--- config.mk ---
export PLATFORM = sky130hd
export DESIGN_NAME = alct_rxd_sync_check
export DESIGN_NICKNAME = d
export VERILOG_FILES = /design/src/rtl/alct_rxd_sync_check.sv
export SDC_FILE = /design/constraint.sdc
export NUM_CORES = 1
export LEC_CHECK = 0
export ABC_AREA = 1
export BUFFER_PORTS_ARGS = -buffer_cell sky130_fd_sc_hd__buf_2
export CAP_MARGIN = 10
export CELL_PAD_IN_SITES_DETAIL_PLACEMENT = 1
export CELL_PAD_IN_SITES_GLOBAL_PLACEMENT = 1
export CORE_ASPECT_RATIO = 0.7
export CORE_UTILIZATION = 42
export CTS_BUF_LIST = sky130_fd_sc_hd__clkbuf_4 sky130_fd_sc_hd__clkbuf_8 sky130_fd_sc_hd__clkbuf_16
export DETAILED_ROUTE_END_ITERATION = 10
export PLACE_DENSITY_LB_ADDON = 0.3
export SETUP_SLACK_MARGIN = 0.05
export SYNTH_ARGS = -nofsm -noshare
export SYNTH_HDL_FRONTEND = slang
export SYNTH_SLANG_ARGS = --single-unit
--- constraint.sdc ---
create_clock -name clock -period 2.1 [get_ports clock]
set_input_delay 0.315 -clock clock [delete_from_list [all_inputs] [get_ports clock]]
set_output_delay 0.315 -clock clock [all_outputs]
set_load 0.01 [all_outputs]
--- src/rtl/alct_rxd_sync_check.sv ---
// ALCT-to-TMB link sync checker: hunts for the counting/complement test pattern on the
// de-multiplexed receive words, locks onto it, then counts and flags bit errors.
module alct_rxd_sync_check #(
  parameter int WIDTH    = 16,
  parameter int LOCK_CNT = 4,
  parameter int MISS_MAX = 3
) (
  input  logic             clock,
  input  logic             reset_n,
  input  logic             sync_mode,
  input  logic             clr_err,
  input  logic [WIDTH-1:0] rxd1st,
  input  logic [WIDTH-1:0] rxd2nd,
  output logic             locked,
  output logic             sync_err,
  output logic             lost_lock,
  output logic [15:0]      err_cnt,
  output logic [15:0]      good_cnt,
  output logic [WIDTH-1:0] err_bits
);

  typedef enum logic [1:0] {IDLE, HUNT, LOCKED} state_t;

  localparam logic [3:0]       LOCK_N = 4'(LOCK_CNT);
  localparam logic [3:0]       MISS_N = 4'(MISS_MAX);
  localparam logic [WIDTH-1:0] ONE    = WIDTH'(1);

  state_t           state;
  logic [WIDTH-1:0] d1;
  logic [WIDTH-1:0] d2;
  logic [WIDTH-1:0] expect_word;
  logic [WIDTH-1:0] bad_bits;
  logic [3:0]       run;
  logic [3:0]       miss;
  logic [3:0]       run_inc;
  logic [3:0]       miss_inc;
  logic             cpl_ok;
  logic             seq_ok;
  logic             word_ok;

  always_ff @(posedge clock or negedge reset_n) begin
    if (!reset_n) begin
      d1 <= '0;
      d2 <= '0;
    end else begin
      d1 <= rxd1st;
      d2 <= rxd2nd;
    end
  end

  assign cpl_ok   = (d2 == ~d1);
  assign seq_ok   = (d1 == expect_word);
  assign word_ok  = cpl_ok && seq_ok;
  assign run_inc  = run + 4'd1;
  assign miss_inc = miss + 4'd1;
  assign bad_bits = (d1 ^ expect_word) | (d2 ^ ~expect_word);

  // clr_err is applied last so it overrides any increment or sticky set in the same cycle.
  always_ff @(posedge clock or negedge reset_n) begin
    if (!reset_n) begin
      state       <= IDLE;
      expect_word <= '0;
      run         <= '0;
      miss        <= '0;
      locked      <= 1'b0;
      sync_err    <= 1'b0;
      lost_lock   <= 1'b0;
      err_cnt     <= '0;
      good_cnt    <= '0;
      err_bits    <= '0;
    end else begin
      sync_err <= 1'b0;
      if (!sync_mode) begin
        state  <= IDLE;
        run    <= '0;
        locked <= 1'b0;
      end else begin
        case (state)
          IDLE: begin
            state <= HUNT;
          end
          HUNT: begin
            if (cpl_ok) begin
              expect_word <= d1 + ONE;
              if (run == 4'd0 || seq_ok) begin
                run <= run_inc;
                if (run_inc == LOCK_N) begin
                  state  <= LOCKED;
                  locked <= 1'b1;
                  miss   <= '0;
                end
              end else begin
                run <= 4'd1;
              end
            end else begin
              run <= '0;
            end
          end
          LOCKED: begin
            // Free-running expectation keeps a single corrupted word to a single error.
            expect_word <= expect_word + ONE;
            if (word_ok) begin
              if (good_cnt != 16'hFFFF) good_cnt <= good_cnt + 16'd1;
              miss <= '0;
            end else begin
              sync_err <= 1'b1;
              if (err_cnt != 16'hFFFF) err_cnt <= err_cnt + 16'd1;
              err_bits <= err_bits | bad_bits;
              miss     <= miss_inc;
              if (miss_inc == MISS_N) begin
                state     <= HUNT;
                run       <= '0;
                locked    <= 1'b0;
                lost_lock <= 1'b1;
              end
            end
          end
          default: begin
            state <= IDLE;
          end
        endcase
      end
      if (clr_err) begin
        err_cnt   <= '0;
        good_cnt  <= '0;
        err_bits  <= '0;
        lost_lock <= 1'b0;
      end
    end
  end

endmodule
* Yosys cells after proc, flatten, opt, wreduce, memory -nomap -nowiden
Index checks and enable logic that the tools add are counted.
** Cells by class
- $add $sub $neg :: 6
- Equal/unequal tests :: 18
- Mux-type cells :: 49
- Bitwise gates (word level) :: 6
- Reductions and logical operators :: 20
** Operators with widths (count)
- two-way mux 16 bit :: 15
- adder 16 x 1 -> 16 bit (second input constant) :: 4
- two-way mux 4 bit :: 9
- equality test 16 bit :: 2
- != test 16 bit (second input constant) :: 2
- NOT 16 bit :: 2
- OR 16 bit :: 2
- case mux 16 bit (2 select lines) :: 1
- bitwise XOR 16 bit :: 2
- case mux 4 bit (2 select lines) :: 2
- != test 3 bit (second input constant) :: 5
- two-way mux 1 bit :: 14
- nonzero test 2 bit :: 7
- two-way mux 2 bit :: 6
- AND reduction 4 bit :: 3
- AND reduction 5 bit :: 2
- AND reduction 3 bit :: 3
- adder 4 x 1 -> 4 bit (second input constant) :: 2
- != test 2 bit (second input constant) :: 4
- case mux 2 bit (3 select lines) :: 1
- AND reduction 6 bit :: 1
- equality test 4 x 2 -> 1 bit (second input constant) :: 1
- equality test 4 x 3 -> 1 bit (second input constant) :: 1
- logical NOT 4 bit :: 1
- other kinds (7) :: 7
** Storage, ports and cells
- Register bits :: 109
- Input bits :: 36
- Output and inout port bits :: 51
- Word-level logic and storage cells :: 111

* Longest topological paths before layout
Gate-level depths: netlist (run 1).
- Depth after elaboration :: 8
- Mapped depth :: 14
- Mapped depth without buffers :: 13

* Worst setup path after synthesis (run 1)
OpenSTA, ideal clock, no wires.
- Kind :: reg-to-reg
- Start point :: reg state[0]
- End point :: reg expect_word[14]
- Setup time :: 0.117 ns
- Arrival :: 1.699 ns
- Required time :: 1.983 ns
- Slack :: 0.284 ns
- Cell stages (with the launch flop) :: 14
- Buffers on the path :: 1
- Clock period less this slack :: 1.816 ns
- Cells stage by stage :: dfrtp_1 -> inv_2 -> nand2_4 -> buf_6 -> o21ai_2 -> inv_1 -> ha_1 -> nand2_1 -> nor2_4 -> nand2_2 -> nor3_2 -> or2_1 -> nand3_1 -> nand2_1
** On the way
- Cells in the longest elaborated chain, start to end :: 3
- Elaborated cells between the ends (all ways) :: 6
- Classes of those cells :: eq/ne: 3; mux: 1; reduce/logical: 2
** RTL lines
- start, declared :: RTL line 28 : state_t state;
- start signal, assigned :: RTL line 61 : state <= IDLE;
- start signal, assigned :: RTL line 74 : state <= IDLE;
- start signal, assigned :: RTL line 80 : state <= HUNT;
- equality test 2 x 1 -> 1 bit or equality test 2 bit (tied branches) :: RTL line 78 : case (state)
- != test 2 bit (no source line) or nonzero test 2 bit (tied branches)
- AND reduction 3 bit (no source line)
- end signal, assigned :: RTL line 84 : expect_word <= d1 + ONE;
- end signal, assigned :: RTL line 101 : expect_word <= expect_word + ONE;
- end, declared :: RTL line 31 : logic [WIDTH-1:0] expect_word;
Parallel ways exist; a longest one is shown, timed or not.
A chain may end at the register's enable or synchronous reset.

* Final worst setup path (run 1)
- Start point :: reg state[1]
- End point :: reg expect_word[15]
The elaborated chain is that of the path after synthesis.

==> results.cfg, run 1 <==
[status]
status = completed

[clock_network]
hold_buffers = 0
root_buffer = clkbuf_16
htreeDepth = 3
cts_tree = built
cts_buffer_depth = 2
cts_buffers = 9
insertion_delay_ps = 370
clk_pin_slew_worst_paths_ps = 90
clock_sinks = 109

[route]
via_per_inst = 5.24
drc_errors = 0
vias = 6110
drt_wl_total_um = 19900
drtIter0Drc = 341
ant_nets = 0
drt_pass1_iterations = 5
avgRoutedWirePerCell_um = 17.0

[finish]
fillers = 1881
post-route-cell-area_um2 = 7500
drive_gt1_frac = 0.181
area_growth_pct = 20.0
nets = 1016
antennaDiodeCount = 0
multi_input_area_um2 = 3150
register_area_um2 = 2730

[critical_path]
arrival_ps = 2260
cp-start-kind = flip-flop
path_max_fanout = 14
r2r_end = expect_word[15]$_DFFE_PN0P_
cp-end-kind = flip-flop
timing.rr.start = state[1]$_DFFE_PN0P_
r2r_slack_ps = 100
startpoint = state[1]$_DFFE_PN0P_
cp.required_ps = 2360
critPathKind = flip-flop to flip-flop
critical_path.endpoint = expect_word[15]$_DFFE_PN0P_
reg2reg_depth = 9

[sta]
setup_viol = 0
fin_crit_ps = 2000
holdWs_ps = 28.3
rsz0062_at_grt = yes
fin_setup_tns_ps = 0
tightest_slew_ps = 609
fmax_mhz = 499
final_max_slew_viol_count = 0
period_share = 0.954
final_hold_viol_count = 0
finClkSkew_ps = 15.2
fin_ws_ps = 95.6
slew_headroom = 0.594

[global_route]
grt_use_total = 0.261
grt_pass1_vias = 6117
grt_pass1_wl_um = 31600
antenna_found_initial = 0
grt_max_degree = 110
grt_overflow = 0

[run]
maxCapViolCount = 0

[synthesis]
synth_area_um2 = 6250
ys_types = 33
synthDominantCellAreaShare = 0.436
synthXorXnorAreaFrac = 0.0434
synthMuxAreaShare = 0
syn_avg_cell_area_um2 = 7.17
synth_area_leaders = dfrtp_1, nand2_1, nor2_1
synthTopCellsByCount = nand2_1, dfrtp_1, nor2_1
synth_nets = 916
async_flop_share = 1.00
synth-simple-area-share = 0.341
synth.largest_area_cell = dfrtp_1
synth_top_family_by_area = simple AND/OR/NAND/NOR gates
synth_seq_cells = 109
ys_warn_count = 0
synth_fa_ha_area_frac = 0.0160
netlist_instances = 872
synth_compound_area_frac = 0.0820
ys_seq_area_frac = 0.436
synthFlopType = dfrtp_1
synth_edf_count = 0
synth.most_common_cell = nand2_1

[die]
coreArea_um2 = 14200
ios = 87
die_h_um = 104
die_x_um = 148
die_area_um2 = 15400
start_util = 0.439
core.rowCount = 36

[placed_design]
place_area_um2 = 6980
hpwl_um = 14000
io_buffers = 86
globalplace.congestion = 0.907
dp_slack_ps = -90.6

[power_and_ir_drop]
p_leak_nw = 3.75
vdd_drop_max_uv = 496
power_mw = 6.84
p_per_area_nw_per_um2 = 912

[worst_hold_path]
hp-class = primary input to async pin
## worst max-delay path, stage by stage, from the launching register on
cell	delay [ps]
dfrtp_2	540
nand2_8	130
buf_12	170
o21ai_0	360
nand3_1	160
nor2_1	150
nand2_1	100
xor2_1	160
nand2_1	80
nand2_1	60
## flip-flops by register name, summed over array words and instances, names as in the netlist
| signal | count |
|---|---|
| good_cnt | 16 |
| miss | 4 |
| d2 | 16 |
| err_bits | 16 |
| sync_err | 1 |
| err_cnt | 16 |
| run | 4 |
| state | 2 |
| d1 | 16 |
| lost_lock | 1 |
| expect_word | 16 |
| locked | 1 |
## final cells by class
class / count / area share
inverters: 106 / 0.0544
multi-input cells: 640 / 0.420
clock buffers: 10 / 0.0319
clock inverters: 6 / 0.00917
well taps: 190 / 0.0317
repair buffers: 106 / 0.0884
flip-flops and latches: 109 / 0.364
## layout by cell type (no fill, tap or decap), types with 11 or more instances in the layout
cell     instances
nor3_1          12
nand4_1         17
nand2_1        273
nand2_2         12
xor2_1          24
o21ai_1         11
nor2_1         102
a21oi_1         18
inv_1          101
buf_2           85
buf_4           15
o21ai_0         43
nand3_1         63
dfrtp_1        106
## stage by stage
step,instances,utilization
finish,1167,0.527
global route,1167,0.527
CTS,1161,0.515
detailed placement,1144,0.490
global placement,1144,0.490
floorplan,872,-
## worst min path at each step
| stage | start | to | slack (ps) | cells after the start |
|---|---|---|---|---|
| 2_1_floorplan | reset_n | d1[0]$_DFF_PN0_ | 20 | 0 |
| 3_3_place_gp | rxd2nd[1] | d2[1]$_DFF_PN0_ | 420 | 1 |
| 3_5_place_dp | rxd1st[9] | d1[9]$_DFF_PN0_ | 420 | 1 |
| 4_1_cts | rxd2nd[10] | d2[10]$_DFF_PN0_ | 50 | 1 |
| 5_1_grt | rxd1st[11] | d1[11]$_DFF_PN0_ | 50 | 1 |
| 6_report | reset_n | d1[12]$_DFF_PN0_ | 30 | 2 |
## kinds of logic after synthesis
group           count (synthesis)
buf+inv                       125
compound gates                 92
xor+xnor                       31
simple gates                  507
fa+ha+maj                       8
flops                         109
## power by group
group          internal, mW  switching [mW]
Clock                 0.972           0.875
Combinational         0.777            1.50
Sequential             2.40           0.313
Total                  4.15            2.69
## layer usage
layer | global-route usage | vias to the layer above | share of wire
li1 | - | 2949 | -
met1 | 0.393 | 3008 | 0.51
met2 | 0.391 | 132 | 0.44
met3 | 0.0399 | 21 | 0.044
met4 | 0.0626 | 0 | 0.013
met5 | 0 | - | 0
## timing repair
| action | in CTS | in global routing |
|---|---|---|
| pin swaps | 1 | 6 |
| gates cloned | 1 | 2 |
| setup buffers | 0 | 4 |
| endpoints found under the setup margin | 22 | 70 |
| gates resized for setup | 8 | 30 |
Power figures use the tool's default switching activity.
==> run 2: changes to the inputs <==
--- a/config.mk
+++ b/config.mk
@@ -6,7 +6,7 @@
 export NUM_CORES = 1
 export LEC_CHECK = 0
 export ABC_AREA = 1
-export BUFFER_PORTS_ARGS = -buffer_cell sky130_fd_sc_hd__buf_2
+export BUFFER_PORTS_ARGS = -buffer_cell sky130_fd_sc_hd__buf_4
 export CAP_MARGIN = 10
 export CELL_PAD_IN_SITES_DETAIL_PLACEMENT = 1
 export CELL_PAD_IN_SITES_GLOBAL_PLACEMENT = 1
==> run 2 against run 1 <==
  * Worst hold slack about the same
  * Register-to-register slack about the same
  * Sequential share of layout area down 1.3 points
  * Clock skew down 3.3 ps
  * Non-clock buffer count up 8
  * First-iteration DRC count up 18%
  * Clock power down 7%
  * Critical path depth up 2
  * Sequential power about the same
  * Power up 0.98%
  * Critical path type unchanged
  * Critical endpoint unchanged
  * Largest cell class unchanged
==> results.cfg, run 2 (same netlist as run 1, synthesis figures left out) <==
[power_and_ir_drop]
combPwrFrac = 0.356
clkPwrFrac = 0.250
p_per_area_nw_per_um2 = 884
swShare = 0.391
p_leak_nw = 3.81
p_sw_mw = 2.70
power_frac_seq = 0.395
vdd_drop_max_uv = 458
internal_power_mw = 4.20

[clock_network]
htreeDepth = 3
clock_sinks = 109
insertion_delay_ps = 360
cts_buffers = 9
hold_buffers = 0
clk_pin_slew_worst_paths_ps = 70
cts_buffer_depth = 2
root_buffer = clkbuf_16
cts_tree = built

[critical_path]
startpoint = state[1]$_DFFE_PN0P_
critPathKind = flip-flop to flip-flop
cp-end-kind = flip-flop
path_max_fanout = 6
r2r_end = expect_word[15]$_DFFE_PN0P_
path_buf_inv = 2
crit_cells = 11
cp.required_ps = 2340
cpPeakStageDelay_ps = 560
crit_slowest_cell = dfrtp_2
timing.rr.start = state[1]$_DFFE_PN0P_
r2r_slack_ps = 90
critical_path.endpoint = expect_word[15]$_DFFE_PN0P_
cpMostUsedCell = nand2_1
critPathTopFamily = simple AND/OR/NAND/NOR gates
cp_cell_sequence = nand2_8, buf_4, o21ai_4, nand2_1, inv_1, nand2_1, nor2_1, nand2_1, xor2_2, nand2_1, nand2_1
arrival_ps = 2250
cp-start-kind = flip-flop
reg2reg_depth = 11

[global_route]
grt_overflow = 0
grt_pass1_vias = 5987
grt_use_total = 0.259
grt_max_degree = 110
grt_pass1_wl_um = 31300
antenna_found_initial = 0

[sta]
holdWs_ps = 28.6
setup_viol = 0
tightest_slew_ps = 613
rsz0062_at_grt = yes
period_share = 0.956
fin_setup_tns_ps = 0
finClkSkew_ps = 11.8
final_max_slew_viol_count = 0
final_hold_viol_count = 0
slew_headroom = 0.592
fmax_mhz = 498
fin_crit_ps = 2010

[die]
die_h_um = 104
core.rowCount = 36
die_x_um = 148
coreArea_um2 = 14200
start_util = 0.439
die_area_um2 = 15400
ios = 87

[route]
avgRoutedWirePerCell_um = 17.0
via_per_inst = 5.26
drt_pass1_iterations = 5
drtIter0Drc = 401
ant_nets = 0
drc_errors = 0
drt_wl_total_um = 20000
vias = 6182

[status]
status = completed

[finish]
stdcell_count = 1175
final_common_cell = nand2_1
drive_gt1_frac = 0.206
antennaDiodeCount = 0
area_growth_pct = 24.9
nets = 1024
final_cell_mix = nand2_1, buf_4, inv_1, dfrtp_1, nor2_1

[placed_design]
globalplace.congestion = 0.899
dpl.cell_count = 1148
io_buffers = 86
hpwl_um = 14100

[worst_hold_path]
hp-class = primary input to async pin

[run]
maxCapViolCount = 0
-- run 2: cell count changes in the layout (fill, tap and decap cells not counted), sizes merged --
cell and delta:
buf +8, clkbuf +2, clkinv +2, inv -2
bufinv -1, clkinvlp -1
-- run 2: power groups by stage --
stage,combinational (mW),clock (mW),sequential (mW)
6_report,2.46,1.72,2.73
5_1_grt,2.71,1.83,2.77
4_1_cts,2.11,1.75,2.68
3_5_place_dp,2.04,0,2.71
3_3_place_gp,1.98,0,2.70
2_1_floorplan,1.34,0,2.68
-- run 2: routing by layer --
metal  wire length [um]  track usage
met4                170       0.0434
met5                  0            0
met1               9930        0.384
met3                846       0.0478
met2               9050        0.398
-- run 2: worst reg2reg max path, delay by kind of cell, from the launching register on --
kind / cells / cell delay [ps]
and+or+nand+nor: 7 / 710
DFF: 1 / 560
buffers and inverters: 2 / 310
xor gates and xnor gates: 1 / 170
AOI/OAI and AO/OA: 1 / 160
-- run 2: repair_timing --
item                       CTS  global route
setup endpoints to repair    5            69
pin swaps                    1             6
resized for setup            2            55
setup buffers                1             7
cloned                       0             3
-- run 2: worst min path at each step --
| stage | depth (start not counted) | slack, ps | end | startpoint |
|---|---|---|---|---|
| 6_report | 2 | 30 | sync_err$_DFF_PN0_ | reset_n |
| 5_1_grt | 1 | 50 | d1[6]$_DFF_PN0_ | rxd1st[6] |
| 4_1_cts | 1 | 50 | d1[6]$_DFF_PN0_ | rxd1st[6] |
| 3_5_place_dp | 1 | 430 | d1[6]$_DFF_PN0_ | rxd1st[6] |
| 3_3_place_gp | 1 | 420 | d2[2]$_DFF_PN0_ | rxd2nd[2] |
| 2_1_floorplan | 0 | 20 | d1[0]$_DFF_PN0_ | reset_n |
-- run 2: stage by stage --
stage / utilization / setup WS, ps / instance area (um2) / power [mW]
floorplan: - / 284 / 6250 / 4.01
global placement: 0.506 / 109 / 7210 / 4.68
detailed placement: 0.506 / 31.3 / 7210 / 4.75
CTS: 0.529 / 58.4 / 7520 / 6.54
global route: 0.549 / 4.57 / 7810 / 7.31
finish: 0.549 / 92.5 / 7810 / 6.91
-- run 2: cell type report --
type / count / area [um2]
well taps: 190 / 238
clock buffers: 12 / 267
repair buffers: 114 / 918
multi-input cells: 640 / 3210
fillers: 1834 / 6420
inverters: 106 / 403
flip-flops and latches: 109 / 2740
clock inverters: 4 / 31.3
